===== src/rtl/cmd_parser_mc_if.sv =====
// cmd_parser_mc_if -- byte stream in, per-channel waveform settings out.
//   cmd/rd       : ASCII byte and its read strobe from the UART receiver
//   state        : per-channel waveform select, channel k in [8k+7:8k]
//   state_freq   : per-channel frequency word, channel k in [VW*k+VW-1:VW*k]
//   state_amp    : per-channel amplitude word, same packing
//   state_phase  : per-channel phase word, same packing
//   upd/upd_ch   : commit pulse and channel index of the last commit
//   err          : reject pulse
// master = byte source / settings consumer, slave = the parser.
interface cmd_parser_mc_if #(
   parameter int NCH = 2,
   parameter int VW  = 16
);
   logic [7:0]        cmd;
   logic              rd;
   logic [NCH*8-1:0]  state;
   logic [NCH*VW-1:0] state_freq;
   logic [NCH*VW-1:0] state_amp;
   logic [NCH*VW-1:0] state_phase;
   logic              upd;
   logic [3:0]        upd_ch;
   logic              err;

   modport master (
      output cmd, rd,
      input  state, state_freq, state_amp, state_phase, upd, upd_ch, err
   );

   modport slave (
      input  cmd, rd,
      output state, state_freq, state_amp, state_phase, upd, upd_ch, err
   );
endinterface


===== src/rtl/cmd_parser_mc.sv =====
// cmd_parser_mc -- ASCII command parser for a multi-channel waveform generator.
// Commands: <op><ch><1..NDIG decimal digits><CR|LF>, op in {w,f,a,p}.
// Ports:
//   clk : system clock, all logic on the rising edge
//   rst : asynchronous active-high reset
//   bus : cmd_parser_mc_if.slave (cmd/rd in; state, state_freq, state_amp,
//         state_phase, upd, upd_ch, err out)
module cmd_parser_mc #(
   parameter int NCH       = 2,
   parameter int NDIG      = 4,
   parameter int VW        = 16,
   parameter int DEF_STATE = 3
) (
   input  logic            clk,
   input  logic            rst,
   cmd_parser_mc_if.slave  bus
);

   localparam int             AW      = VW + 4;
   localparam logic [AW-1:0]  ACC_MAX = {4'b0000, {VW{1'b1}}};

   typedef enum logic [1:0] {IDLE, CHAN, DIGIT, ERROR} fsm_t;
   typedef enum logic [1:0] {OP_W, OP_F, OP_A, OP_P} op_t;

   fsm_t          fsm_q, fsm_d;
   op_t           op_q, op_d, byte_op;
   logic [3:0]    ch_q, ch_d;
   logic [AW-1:0] acc_q, acc_d, acc_mac;
   logic [3:0]    cnt_q, cnt_d;
   logic          rd_q, armed_q;
   logic          accept, is_op, is_term, is_digit, is_ch;
   logic          commit, reject;
   logic          upd_q, err_q;
   logic [3:0]    upd_ch_q;

   logic [7:0]    wave_q  [NCH];
   logic [VW-1:0] freq_q  [NCH];
   logic [VW-1:0] amp_q   [NCH];
   logic [VW-1:0] phase_q [NCH];

   // armed_q stays low after reset until rd has been seen low, so a strobe
   // already high when reset releases is not mistaken for a new byte.
   assign accept = bus.rd & ~rd_q & armed_q;

   // The accumulator is held at or below ACC_MAX, so acc*10+9 always fits
   // in AW bits and the compare below gives sticky saturation.
   assign acc_mac = acc_q * AW'(10) + AW'(bus.cmd[3:0]);

   always_comb begin
      is_op   = 1'b1;
      byte_op = OP_W;
      case (bus.cmd)
         "w":     byte_op = OP_W;
         "f":     byte_op = OP_F;
         "a":     byte_op = OP_A;
         "p":     byte_op = OP_P;
         default: is_op = 1'b0;
      endcase
      is_term  = (bus.cmd == 8'h0D) || (bus.cmd == 8'h0A);
      is_digit = (bus.cmd >= 8'h30) && (bus.cmd <= 8'h39);
      is_ch    = (bus.cmd >= 8'h30) && (bus.cmd < 8'(8'h30 + NCH));
   end

   always_comb begin
      // NOTE: every signal written here gets a default first, so no path
      // through the block leaves it unassigned and no latch is inferred.
      fsm_d  = fsm_q;
      op_d   = op_q;
      ch_d   = ch_q;
      acc_d  = acc_q;
      cnt_d  = cnt_q;
      commit = 1'b0;
      reject = 1'b0;
      if (accept) begin
         if (is_op) begin
            // An op always starts a fresh command, aborting any pending one.
            op_d  = byte_op;
            fsm_d = CHAN;
         end else begin
            unique case (fsm_q)
               IDLE: begin
                  if (!is_term) begin
                     reject = 1'b1;
                     fsm_d  = ERROR;
                  end
               end
               CHAN: begin
                  if (is_ch) begin
                     ch_d  = bus.cmd[3:0];
                     acc_d = '0;
                     cnt_d = '0;
                     fsm_d = DIGIT;
                  end else begin
                     reject = 1'b1;
                     fsm_d  = ERROR;
                  end
               end
               DIGIT: begin
                  if (is_digit && (cnt_q < 4'(NDIG))) begin
                     acc_d = (acc_mac > ACC_MAX) ? ACC_MAX : acc_mac;
                     cnt_d = cnt_q + 4'd1;
                  end else if (is_term && (cnt_q != 4'd0)) begin
                     commit = 1'b1;
                     fsm_d  = IDLE;
                  end else begin
                     reject = 1'b1;
                     fsm_d  = ERROR;
                  end
               end
               ERROR: begin
                  if (is_term) fsm_d = IDLE;
               end
            endcase
         end
      end
   end

   always_ff @(posedge clk or posedge rst) begin
      if (rst) begin
         fsm_q    <= IDLE;
         rd_q     <= 1'b0;
         armed_q  <= 1'b0;
         op_q     <= OP_W;
         ch_q     <= '0;
         acc_q    <= '0;
         cnt_q    <= '0;
         upd_q    <= 1'b0;
         err_q    <= 1'b0;
         upd_ch_q <= '0;
         // NOTE: the per-channel arrays are plain flops with defined
         // power-up settings, not RAM, so they belong in the reset branch.
         for (int k = 0; k < NCH; k++) begin
            wave_q[k]  <= 8'(DEF_STATE);
            freq_q[k]  <= VW'(1);
            amp_q[k]   <= VW'(1);
            phase_q[k] <= VW'(1);
         end
      end else begin
         // NOTE: non-blocking assignments make every flop sample pre-edge
         // values, independent of statement order in this block.
         fsm_q   <= fsm_d;
         rd_q    <= bus.rd;
         armed_q <= armed_q | ~bus.rd;
         op_q    <= op_d;
         ch_q    <= ch_d;
         acc_q   <= acc_d;
         cnt_q   <= cnt_d;
         upd_q   <= commit;
         err_q   <= reject;
         if (commit) upd_ch_q <= ch_q;
         for (int k = 0; k < NCH; k++) begin
            if (commit && (ch_q == 4'(k))) begin
               case (op_q)
                  OP_W: wave_q[k]  <= 8'(acc_q[VW-1:0]);
                  OP_F: freq_q[k]  <= acc_q[VW-1:0];
                  OP_A: amp_q[k]   <= acc_q[VW-1:0];
                  OP_P: phase_q[k] <= acc_q[VW-1:0];
               endcase
            end
         end
      end
   end

   for (genvar k = 0; k < NCH; k++) begin : g_pack
      assign bus.state[8*k +: 8]         = wave_q[k];
      assign bus.state_freq[VW*k +: VW]  = freq_q[k];
      assign bus.state_amp[VW*k +: VW]   = amp_q[k];
      assign bus.state_phase[VW*k +: VW] = phase_q[k];
   end

   assign bus.upd    = upd_q;
   assign bus.err    = err_q;
   assign bus.upd_ch = upd_ch_q;

endmodule

===== src/flat_wrapper.sv =====
// flat-port wrapper written by rule: the top's interface ports become plain ports
module cmd_parser_mc_flat 
#(
   parameter int NCH       = 2,
   parameter int NDIG      = 4,
   parameter int VW        = 16,
   parameter int DEF_STATE = 3
)
  (clk, rst, bus_cmd, bus_rd, bus_state, bus_state_freq, bus_state_amp, bus_state_phase, bus_upd, bus_upd_ch, bus_err);
  cmd_parser_mc_if #(.NCH(NCH), .VW(VW)) bus_i ();
  input  logic clk;
  input  logic rst;
  input wire logic [$bits(bus_i.cmd)-1:0] bus_cmd;
  input wire logic [$bits(bus_i.rd)-1:0] bus_rd;
  output wire logic [$bits(bus_i.state)-1:0] bus_state;
  output wire logic [$bits(bus_i.state_freq)-1:0] bus_state_freq;
  output wire logic [$bits(bus_i.state_amp)-1:0] bus_state_amp;
  output wire logic [$bits(bus_i.state_phase)-1:0] bus_state_phase;
  output wire logic [$bits(bus_i.upd)-1:0] bus_upd;
  output wire logic [$bits(bus_i.upd_ch)-1:0] bus_upd_ch;
  output wire logic [$bits(bus_i.err)-1:0] bus_err;
  assign bus_i.cmd = bus_cmd;
  assign bus_i.rd = bus_rd;
  assign bus_state = bus_i.state;
  assign bus_state_freq = bus_i.state_freq;
  assign bus_state_amp = bus_i.state_amp;
  assign bus_state_phase = bus_i.state_phase;
  assign bus_upd = bus_i.upd;
  assign bus_upd_ch = bus_i.upd_ch;
  assign bus_err = bus_i.err;
  cmd_parser_mc #(.NCH(NCH), .NDIG(NDIG), .VW(VW), .DEF_STATE(DEF_STATE)) u_core (.clk(clk), .rst(rst), .bus(bus_i));
endmodule

===== config.mk =====
export PLATFORM = sky130hd
export DESIGN_NAME = cmd_parser_mc_flat
export DESIGN_NICKNAME = d
export VERILOG_FILES = /design/src/rtl/cmd_parser_mc_if.sv /design/src/rtl/cmd_parser_mc.sv /design/src/flat_wrapper.sv
export SDC_FILE = /design/constraint.sdc
export NUM_CORES = 1
export LEC_CHECK = 0
export ABC_AREA = 1
export CORE_MARGIN = 4
export CORE_UTILIZATION = 55
export CTS_BUF_LIST = sky130_fd_sc_hd__clkbuf_4
export DETAILED_ROUTE_END_ITERATION = 7
export GPL_TIMING_DRIVEN = 0
export PLACE_DENSITY = 0.85
export SLEW_MARGIN = 20
export SYNTH_ARGS = -nofsm -noshare
export SYNTH_HDL_FRONTEND = slang
export SYNTH_SLANG_ARGS = --single-unit

===== constraint.sdc =====
create_clock -name clk -period 7.5 [get_ports clk]
set_input_delay 2.25 -clock clk [delete_from_list [all_inputs] [get_ports clk]]
set_output_delay 2.25 -clock clk [all_outputs]
set_load 0.02 [all_outputs]

After elaboration in Yosys (flattened, before gate mapping)
Cells that the tools add are included.
W data, S select, Z words.
{ "classes": {"reduce_logical": 25, "n_bitwise": 6, "n_mul": 1, "n_eq_ne": 18, "addsub": 2, "order_cmp": 5, "mux": 28} }
{ "op_table": {"columns": ["operator", "count"], "rows": [
  ["$mux W20", 3],
  ["$pmux W20 S2", 1],
  ["$eq A8 B7 Y1 const B", 4],
  ["$add A20 B4 Y20", 1],
  ["$gt A20 B16 Y1 const B", 1],
  ["$mul A20 B3 Y19 const B", 1],
  ["$reduce_and A2 Y1", 9],
  ["$eq A8 B4 Y1 const B", 2],
  ["$mux W1", 13],
  ["$mux W2", 5],
  ["$eq A2 B2 Y1 const B", 4],
  ["$ge A8 B6 Y1 const B", 1],
  ["$le A8 B6 Y1 const B", 1],
  ["$lt A8 B6 Y1 const B", 1],
  ["$mux W4", 2],
  ["$pmux W2 S4", 1],
  ["$pmux W4 S2", 1],
  ["$reduce_and A4 Y1", 2],
  ["$logic_and A1 B1 Y1", 6],
  ["$ne A3 B2 Y1 const B", 2],
  ["$pmux W2 S3", 1],
  ["$reduce_and A5 Y1", 1],
  ["$add A4 B1 Y4 const B", 1],
  ["$eq A2 B1 Y1 const B", 2],
  ["14 further kinds", 19]
]} }
{ "totals": {"out_inout_bits": 118, "register_bits": 152, "wordCells": 103, "in_bits": 11} }

Logic depth before layout (Yosys ltp)
Gate-level depths: netlist of the first run.
{ "depth": {"depth_word": 10, "ltp_mapped": 20, "depth_no_buf": 19} }

Worst setup path before layout of the first run
Ideal clock, no wire load.
{ "synth_path": {"path_kind": "input to register", "start": "input port bus_cmd[1]", "end": "register u_core.acc_q[15]", "path_buffers": 0, "setup_slack_ns": 3.327, "t_required_ns": 7.383, "cell_stages": 17, "t_arrival_ns": 4.056, "setup_time_ns": 0.117, "cell_sequence": "ha_1 -> fa_1 -> nand2_1 -> a21boi_0 -> nand2_1 -> nor2_1 -> nand2_1 -> nor2_1 -> nand3_1 -> nor2_1 -> nand2_1 -> nand2_1 -> nand2_1 -> inv_1 -> nand4_1 -> nand2_1 -> nand2_1"} }
{ "synth_between": {"elab_chain_len": 5, "word_cells_on_any_way": 21, "cone_classes": "1 x add/sub; 4 x order compare; 6 x eq/ne; 4 x mux; 1 x bitwise; 5 x reduce/logical"} }
{ "synth_lines": {"columns": ["item", "line_no", "source"], "rows": [
  ["start, declared", "flat_wrapper.sv:13", "input wire logic [$bits(bus_i.cmd)-1:0] bus_cmd;"],
  ["$add A20 B4 Y20, or another cell as far along", "cmd_parser_mc.sv:47", "assign acc_mac = acc_q * AW'(10) + AW'(bus.cmd[3:0]);"],
  ["$gt A20 B16 Y1, or another cell as far along", "cmd_parser_mc.sv:100", "acc_d = (acc_mac > ACC_MAX) ? ACC_MAX : acc_mac;"],
  ["$mux W20, or another cell as far along", "cmd_parser_mc.sv:100", null],
  ["$mux W20, or another cell as far along", "cmd_parser_mc.sv:99", "if (is_digit && (cnt_q < 4'(NDIG))) begin"],
  ["$pmux W20 S2 or $reduce_and A5 Y1 (tied branches)", null, null],
  ["end signal, assigned", "cmd_parser_mc.sv:125", "acc_q <= '0;"],
  ["end signal, assigned", "cmd_parser_mc.sv:146", "acc_q <= acc_d;"],
  ["end, declared", "cmd_parser_mc.sv:28", "logic [AW-1:0] acc_q, acc_d, acc_mac;"]
]} }
Several ways; a longest one is shown, not always the timed one. The select of a mux whose other input is x is not followed.
A chain may end at the register's enable or synchronous reset.

Worst setup path in the final report of the first run
{ "layout_path": {"start": "input port bus_cmd[1]", "end": "register u_core.acc_q[9]"} }
Same word-level chain as after synthesis.

==> out/summary.txt, run 1 <==
Outcome: finished, final reports clean
Layout Nets: 1,162
First-pass GRT wire length: 35,200 µm
Final Skew: 0.0187 ns
Setup TNS: 0 ns
Ys async rst share: 100%
Clock latency on the worst-skew pair: 0.55 ns
H-tree Lvls: 4
Port Buffers: 128
Reg-to-Reg Start: u_core.acc_q[1]
I/O pins: 129
Core area: 0.0138 mm²
Cell area after synthesis: 0.00773 mm²
Die area: 0.0160 mm²
Total of warnings raised by yosys: 0
Maximum clock rate: 219 MHz
Worst Setup EP: u_core.acc_q[9]
Count leader, synth: nand2_1
Synth area leader: dfrtp_1
Chip width: 127 µm
Register area: 0.00379 mm²
Startpoint Class: input pin
Pre-antenna DRT Iters: 5
Tmin final: 4.57 ns
Post-synth EDFFs: 0
Post-synthesis sequential area ratio: 49.0%
Power Density: 290 mW/mm²
CP arrival: 5.01 ns
Largest net degree at the start of global routing: 88
WL per Instance: 16.3 µm
Antenna violations before repair: 1
Residual DRC: 0
GR Util All Layers: 27.5%
Post-CTS resize count: 0
Final Routed Wirelength: 21,300 µm
Clock Pin Slew Worst Setup and Hold Paths: 0.13 ns
Post-synth top cells: nand2_1 (335), dfrtp_1 (141), inv_1 (103), o21ai_0 (84), nand3_1 (52)
Clk sink count: 151
Max FO, Critical Path: 10
GP Congestion: 0.911
Critical Path RT: 7.94 ns
CTS Buf Count: 17
CTS root buf: clkbuf_4
FF-to-FF End: u_core.acc_q[9]
Area of the multi-input gates: 0.00343 mm²
Syn_nets: 1,014
Vias in the first global route: 6,836
Layout area overhead: 24.5%
Worst slew pin tran: 0.723 ns
Slew HR: 51.4%
CP max stage cell: clkdlybuf4s50_1
Final setup violating endpoints: 0
RSZ-0062 raised after global routing: no
Max Cap Violations: 0
Hpwl dp: 15,900 µm
Clock tree buffer depth: 2
Most frequent CP cell: nand2_1
Die Y: 127 µm
Vias: 7,144
VDD IR max: 0.196 mV
Row count: 43
Crit path from: bus_cmd[1]
Share of layout cells above drive strength 1: 6.48%
Vias per inst: 5.47
DR iter-0 viols: 614
CTS tree: done
Post-Synthesis Cells: 965
GRT overflow: 0
Leakage: 4.61 nW
Synth unique cells: 36
Layout fillers: 1,095
Top cell type's share of synthesized area: 45.6%
Tcrit/Tclk final: 60.9%
Setup Buffers After CTS: 0
R2R Setup Slk: 4.18 ns
Average cell area after synthesis: 8.01 µm²
Worst path cell trace: clkdlybuf4s50_1 -> ha_1 -> fa_1 -> nand2_1 -> a21boi_0 -> nand2_1 -> nor2_1 -> nand2_1 -> nor2_1 -> nand4_1 -> nand2_1 -> buf_2 -> nand4_1 -> nand2_1 -> nand2_1
WS Path Type: input pin to flop
Kind of end point of the critical path: flop
Seq cells post-synth: 151
Top FF cell, synth: dfrtp_1
Fin. max-slew vios: 0
Top cells by area, synth: dfrtp_1 (46%), nand2_1 (16%), ha_1 (5.8%)
Antenna-violating nets left: 0
Final hold slack: 0.477 ns
Hold buffer count at cts: 0
Initial Util: 55.9%
Hold Path Class: flop to flop
Final Hold Fails: 0
Worst Reg-to-Reg Cells: 19
Largest stage delay on the critical path: 0.57 ns
==> cell usage in the layout (no fill, tap or decap), drive strengths merged <==
cell / synthesis / layout
and2: 2 / 2
o21a: 1 / 1
nand3: 58 / 58
or2: 1 / 1
dfstp: 10 / 10
ha: 36 / 36
nor2: 52 / 52
nor4: 5 / 5
xnor2: 4 / 4
fa: 2 / 2
nor3: 6 / 6
a22oi: 1 / 1
a21boi: 1 / 1
a21oi: 16 / 16
clkbuf: 14 / 33
xor2: 8 / 8
bufinv: 0 / 5
dfrtp: 141 / 141
a31oi: 1 / 1
diode: 0 / 1
nand4: 27 / 27
clkdlybuf4s50: 0 / 128
clkinv: 1 / 6
nand2: 337 / 337
buf: 12 / 13
clkinvlp: 0 / 2
inv: 104 / 105
o21ai: 125 / 125
==> layer usage <==
metal	vias to the layer above	part of all wire [%]	global-route usage, %
li1	3420	-	-
met1	3373	43	37.2
met2	294	48	44.9
met3	57	6.4	5.05
met4	0	3.3	9.97
met5	-	0	0
==> stage by stage <==
step / util (%) / instances / area (µm²) / power (mW) / setup WS, ns
after floorplan: - / 965 / 7730 / 1.87 / 1.20
after global placement: 66.8 / 1273 / 9240 / 2.15 / -0.643
after detailed placement: 67.1 / 1274 / 9270 / 2.19 / 2.36
after CTS: 69.6 / 1306 / 9620 / 2.78 / 2.95
after global routing: 69.6 / 1307 / 9630 / 3.01 / 2.54
final: 69.6 / 1307 / 9630 / 2.79 / 2.93
==> worst max-delay path: cells and delay by family <==
| family | cells | cell delay, ns |
|---|---|---|
| simple gates | 10 | 1.19 |
| buf+inv | 2 | 0.82 |
| fa+ha+maj | 2 | 0.47 |
| compound gates | 1 | 0.27 |
==> power by group <==
group,internal (mW),switching (mW)
combinational,0.413,0.824
sequential,0.875,0.0833
clock,0.305,0.289
==> flip-flops by register name (all words and copies together), names as in the netlist <==
signal	cells
u_core.acc_q	19
u_core.bus.state_phase	32
u_core.bus.err	1
u_core.op_q	2
u_core.bus.upd_ch	4
u_core.rd_q	1
u_core.bus.state	16
u_core.fsm_q	2
u_core.bus.state_amp	32
u_core.bus.upd	1
u_core.ch_q	4
u_core.bus.state_freq	32
u_core.cnt_q	4
u_core.armed_q	1
==> layout make-up <==
cell class	count	area share (%)
diodes	1	0.0260
plain buffers	26	1.29
clock buffers	19	1.48
clock inverters	13	2.12
inverters	105	4.17
multi-input cells	683	35.6
flip-flops and latches	151	39.4
well taps	180	2.34
repair buffers	129	13.6
==> how the worst min path moves through the flow <==
| stage | slack (ns) | cells after the start | end | startpoint |
|---|---|---|---|---|
| 2_1_floorplan | 0.42 | 2 | u_core.armed_q | u_core.armed_q |
| 3_3_place_gp | 0.44 | 2 | u_core.armed_q | u_core.armed_q |
| 3_5_place_dp | 0.45 | 2 | u_core.armed_q | u_core.armed_q |
| 4_1_cts | 0.48 | 2 | u_core.armed_q | u_core.armed_q |
| 5_1_grt | 0.49 | 2 | u_core.armed_q | u_core.armed_q |
| 6_report | 0.48 | 2 | u_core.armed_q | u_core.armed_q |
==> logic make-up after synthesis <==
family	share of synthesized area [%]
buffers and inverters	6.70
and+or+nand+nor	27.1
adders and majority gates	6.34
AOI/OAI and AO/OA	9.50
DFF	49.0
xor gates and xnor gates	1.36
Power figures use the tool's default switching activity.
==> run 2: changes to the inputs <==
Settings changed: CORE_UTILIZATION 55 to 50, PLACE_DENSITY 0.85 to 0.82.
Clock period 7.5 ns to 3.7 ns, I/O delays scaled along.
==> out/summary.txt, run 2 (synthesis gave the netlist of run 1 again) <==
Core area: 0.0152 mm²
Row count: 45
Maximum clock rate: 291 MHz
Initial Util: 50.9%
WL per Instance: 16.3 µm
Tcrit/Tclk final: 92.8%
CTS root buf: clkbuf_4
WS Path Type: flop to flop
Vias per inst: 5.48
Pre-antenna DRT Iters: 8
GP Congestion: 0.957
Clock latency on the worst-skew pair: 0.56 ns
Slew HR: 50.9%
Vias: 7,228
Vias in the first global route: 6,792
Outcome: finished, final reports clean
Max FO, Critical Path: 10
Final Skew: 0.0209 ns
Chip width: 132 µm
Power Density: 593 mW/mm²
Hold buffer count at cts: 0
DR iter-0 viols: 646
Startpoint Class: flop
CP arrival: 3.89 ns
H-tree Lvls: 4
I/O pins: 129
Leakage: 4.64 nW
Hold Path Class: flop to flop
RSZ-0062 raised after global routing: no
Tmin final: 3.43 ns
Final Routed Wirelength: 21,500 µm
Final Hold Fails: 0
Antenna violations before repair: 1
Fin. max-slew vios: 0
Power, Total: 5.75 mW
Die Y: 132 µm
Largest net degree at the start of global routing: 36
Layout area overhead: 25.5%
GRT overflow: 0
Clock Pin Slew Worst Setup and Hold Paths: 0.13 ns
Antenna-violating nets left: 0
Final Core Density: 63.8%
Worst slew pin tran: 0.730 ns
Kind of end point of the critical path: flop
Critical Path RT: 4.15 ns
Layout Nets: 1,165
Hpwl dp: 16,200 µm
Die area: 0.0175 mm²
VDD IR max: 0.281 mV
Final setup violating endpoints: 0
GR Util All Layers: 25.1%
Clock tree buffer depth: 2
Final hold slack: 0.470 ns
CTS Buf Count: 17
Share of layout cells above drive strength 1: 7.00%
Commonest non-fill, non-tap cell in the layout: nand2_1
Most frequent cells in the layout: nand2_1 (335), dfrtp_1 (141), clkdlybuf4s50_1 (128), inv_1 (102), o21ai_0 (84)
Max Cap Violations: 0
Setup TNS: 0 ns
Port Buffers: 128
Residual DRC: 0
First-pass GRT wire length: 35,300 µm
Clk sink count: 151
CTS tree: done
## run 2: changes by cell type in the layout (fill, tap and decap cells not counted)
cell	change
inv_6	+2
a21boi_0	-1
nor2_1	-1
clkinv_1	-2
clkinv_2	-1
a21boi_1	+1
clkinvlp_4	+1
nor2_2	+1
buf_12	+4
buf_16	-1
## run 2: worst max-delay path, stage by stage (launching register included)
cell and delay (ns):
dfrtp_1 0.48, ha_1 0.33, ha_1 0.27, fa_1 0.56, nand2_1 0.09, nor2_1 0.10
nand2_1 0.07, nand2_1 0.07, nand2_1 0.07, nor2_2 0.16, inv_1 0.08, nor2_1 0.11
nand2_1 0.11, nor2_2 0.13, nand3_1 0.10, nand2_2 0.19, buf_6 0.17, nand4_1 0.12
nand2_1 0.09, nand2_1 0.05
## run 2: final timing paths
path,startpoint,to,slack [ns],cells after the start
hold / removal,u_core.armed_q,u_core.armed_q,0.47,2
max in group asynchronous,rst,u_core.bus.state_amp[0],1.88,4
setup reg to reg,u_core.acc_q[1],u_core.acc_q[11],0.27,19
hold reg to reg,u_core.armed_q,u_core.armed_q,0.47,2
setup / recovery,u_core.acc_q[1],u_core.acc_q[11],0.27,19
min in group asynchronous,rst,u_core.bus.upd_ch[3],0.93,2
## run 2: per-stage QoR
stage | worst slack [ns] | std cells | area, µm²
floorplan | 0.667 | 965 | 7730
global placement | -0.496 | 1281 | 9250
detailed placement | -0.410 | 1285 | 9340
CTS | 0.182 | 1317 | 9700
global route | 0.00614 | 1318 | 9710
finish | 0.266 | 1318 | 9710
## run 2: what timing repair did
item,CTS,global route
setup buffers,0,0
gates resized for setup,0,2
endpoints found under the setup margin,0,12
## run 2: final cells by class
type | count | area, µm²
Timing Repair Buffer | 132 | 1360
Multi-Input combinational cell | 683 | 3430
Clock buffer | 19 | 143
Sequential cell | 151 | 3790
Tap cell | 188 | 235
Inverter | 105 | 398
Fill cell | 1255 | 5500
Clock inverter | 13 | 220
Buffer | 26 | 124
Antenna cell | 1 | 2.50
## run 2: per-layer routing
metal  routed length [µm]  part of all wire, %  track usage (%)  vias to the layer above
met4                  614                  2.9             8.89                        0
met1                 8970                   42             33.0                     3445
met5                    0                    0                0                        -
li1                     -                    -                -                     3445
met2                10300                   48             41.6                      293
met3                 1540                  7.2             4.81                       45
## run 2: power by group
group	leakage [nW]	switching, mW	total [mW]	internal (mW)
logic	2.41	1.74	2.58	0.847
registers	2.04	0.147	1.92	1.77
clock network	0.186	0.616	1.25	0.632
total	4.64	2.50	5.75	3.25
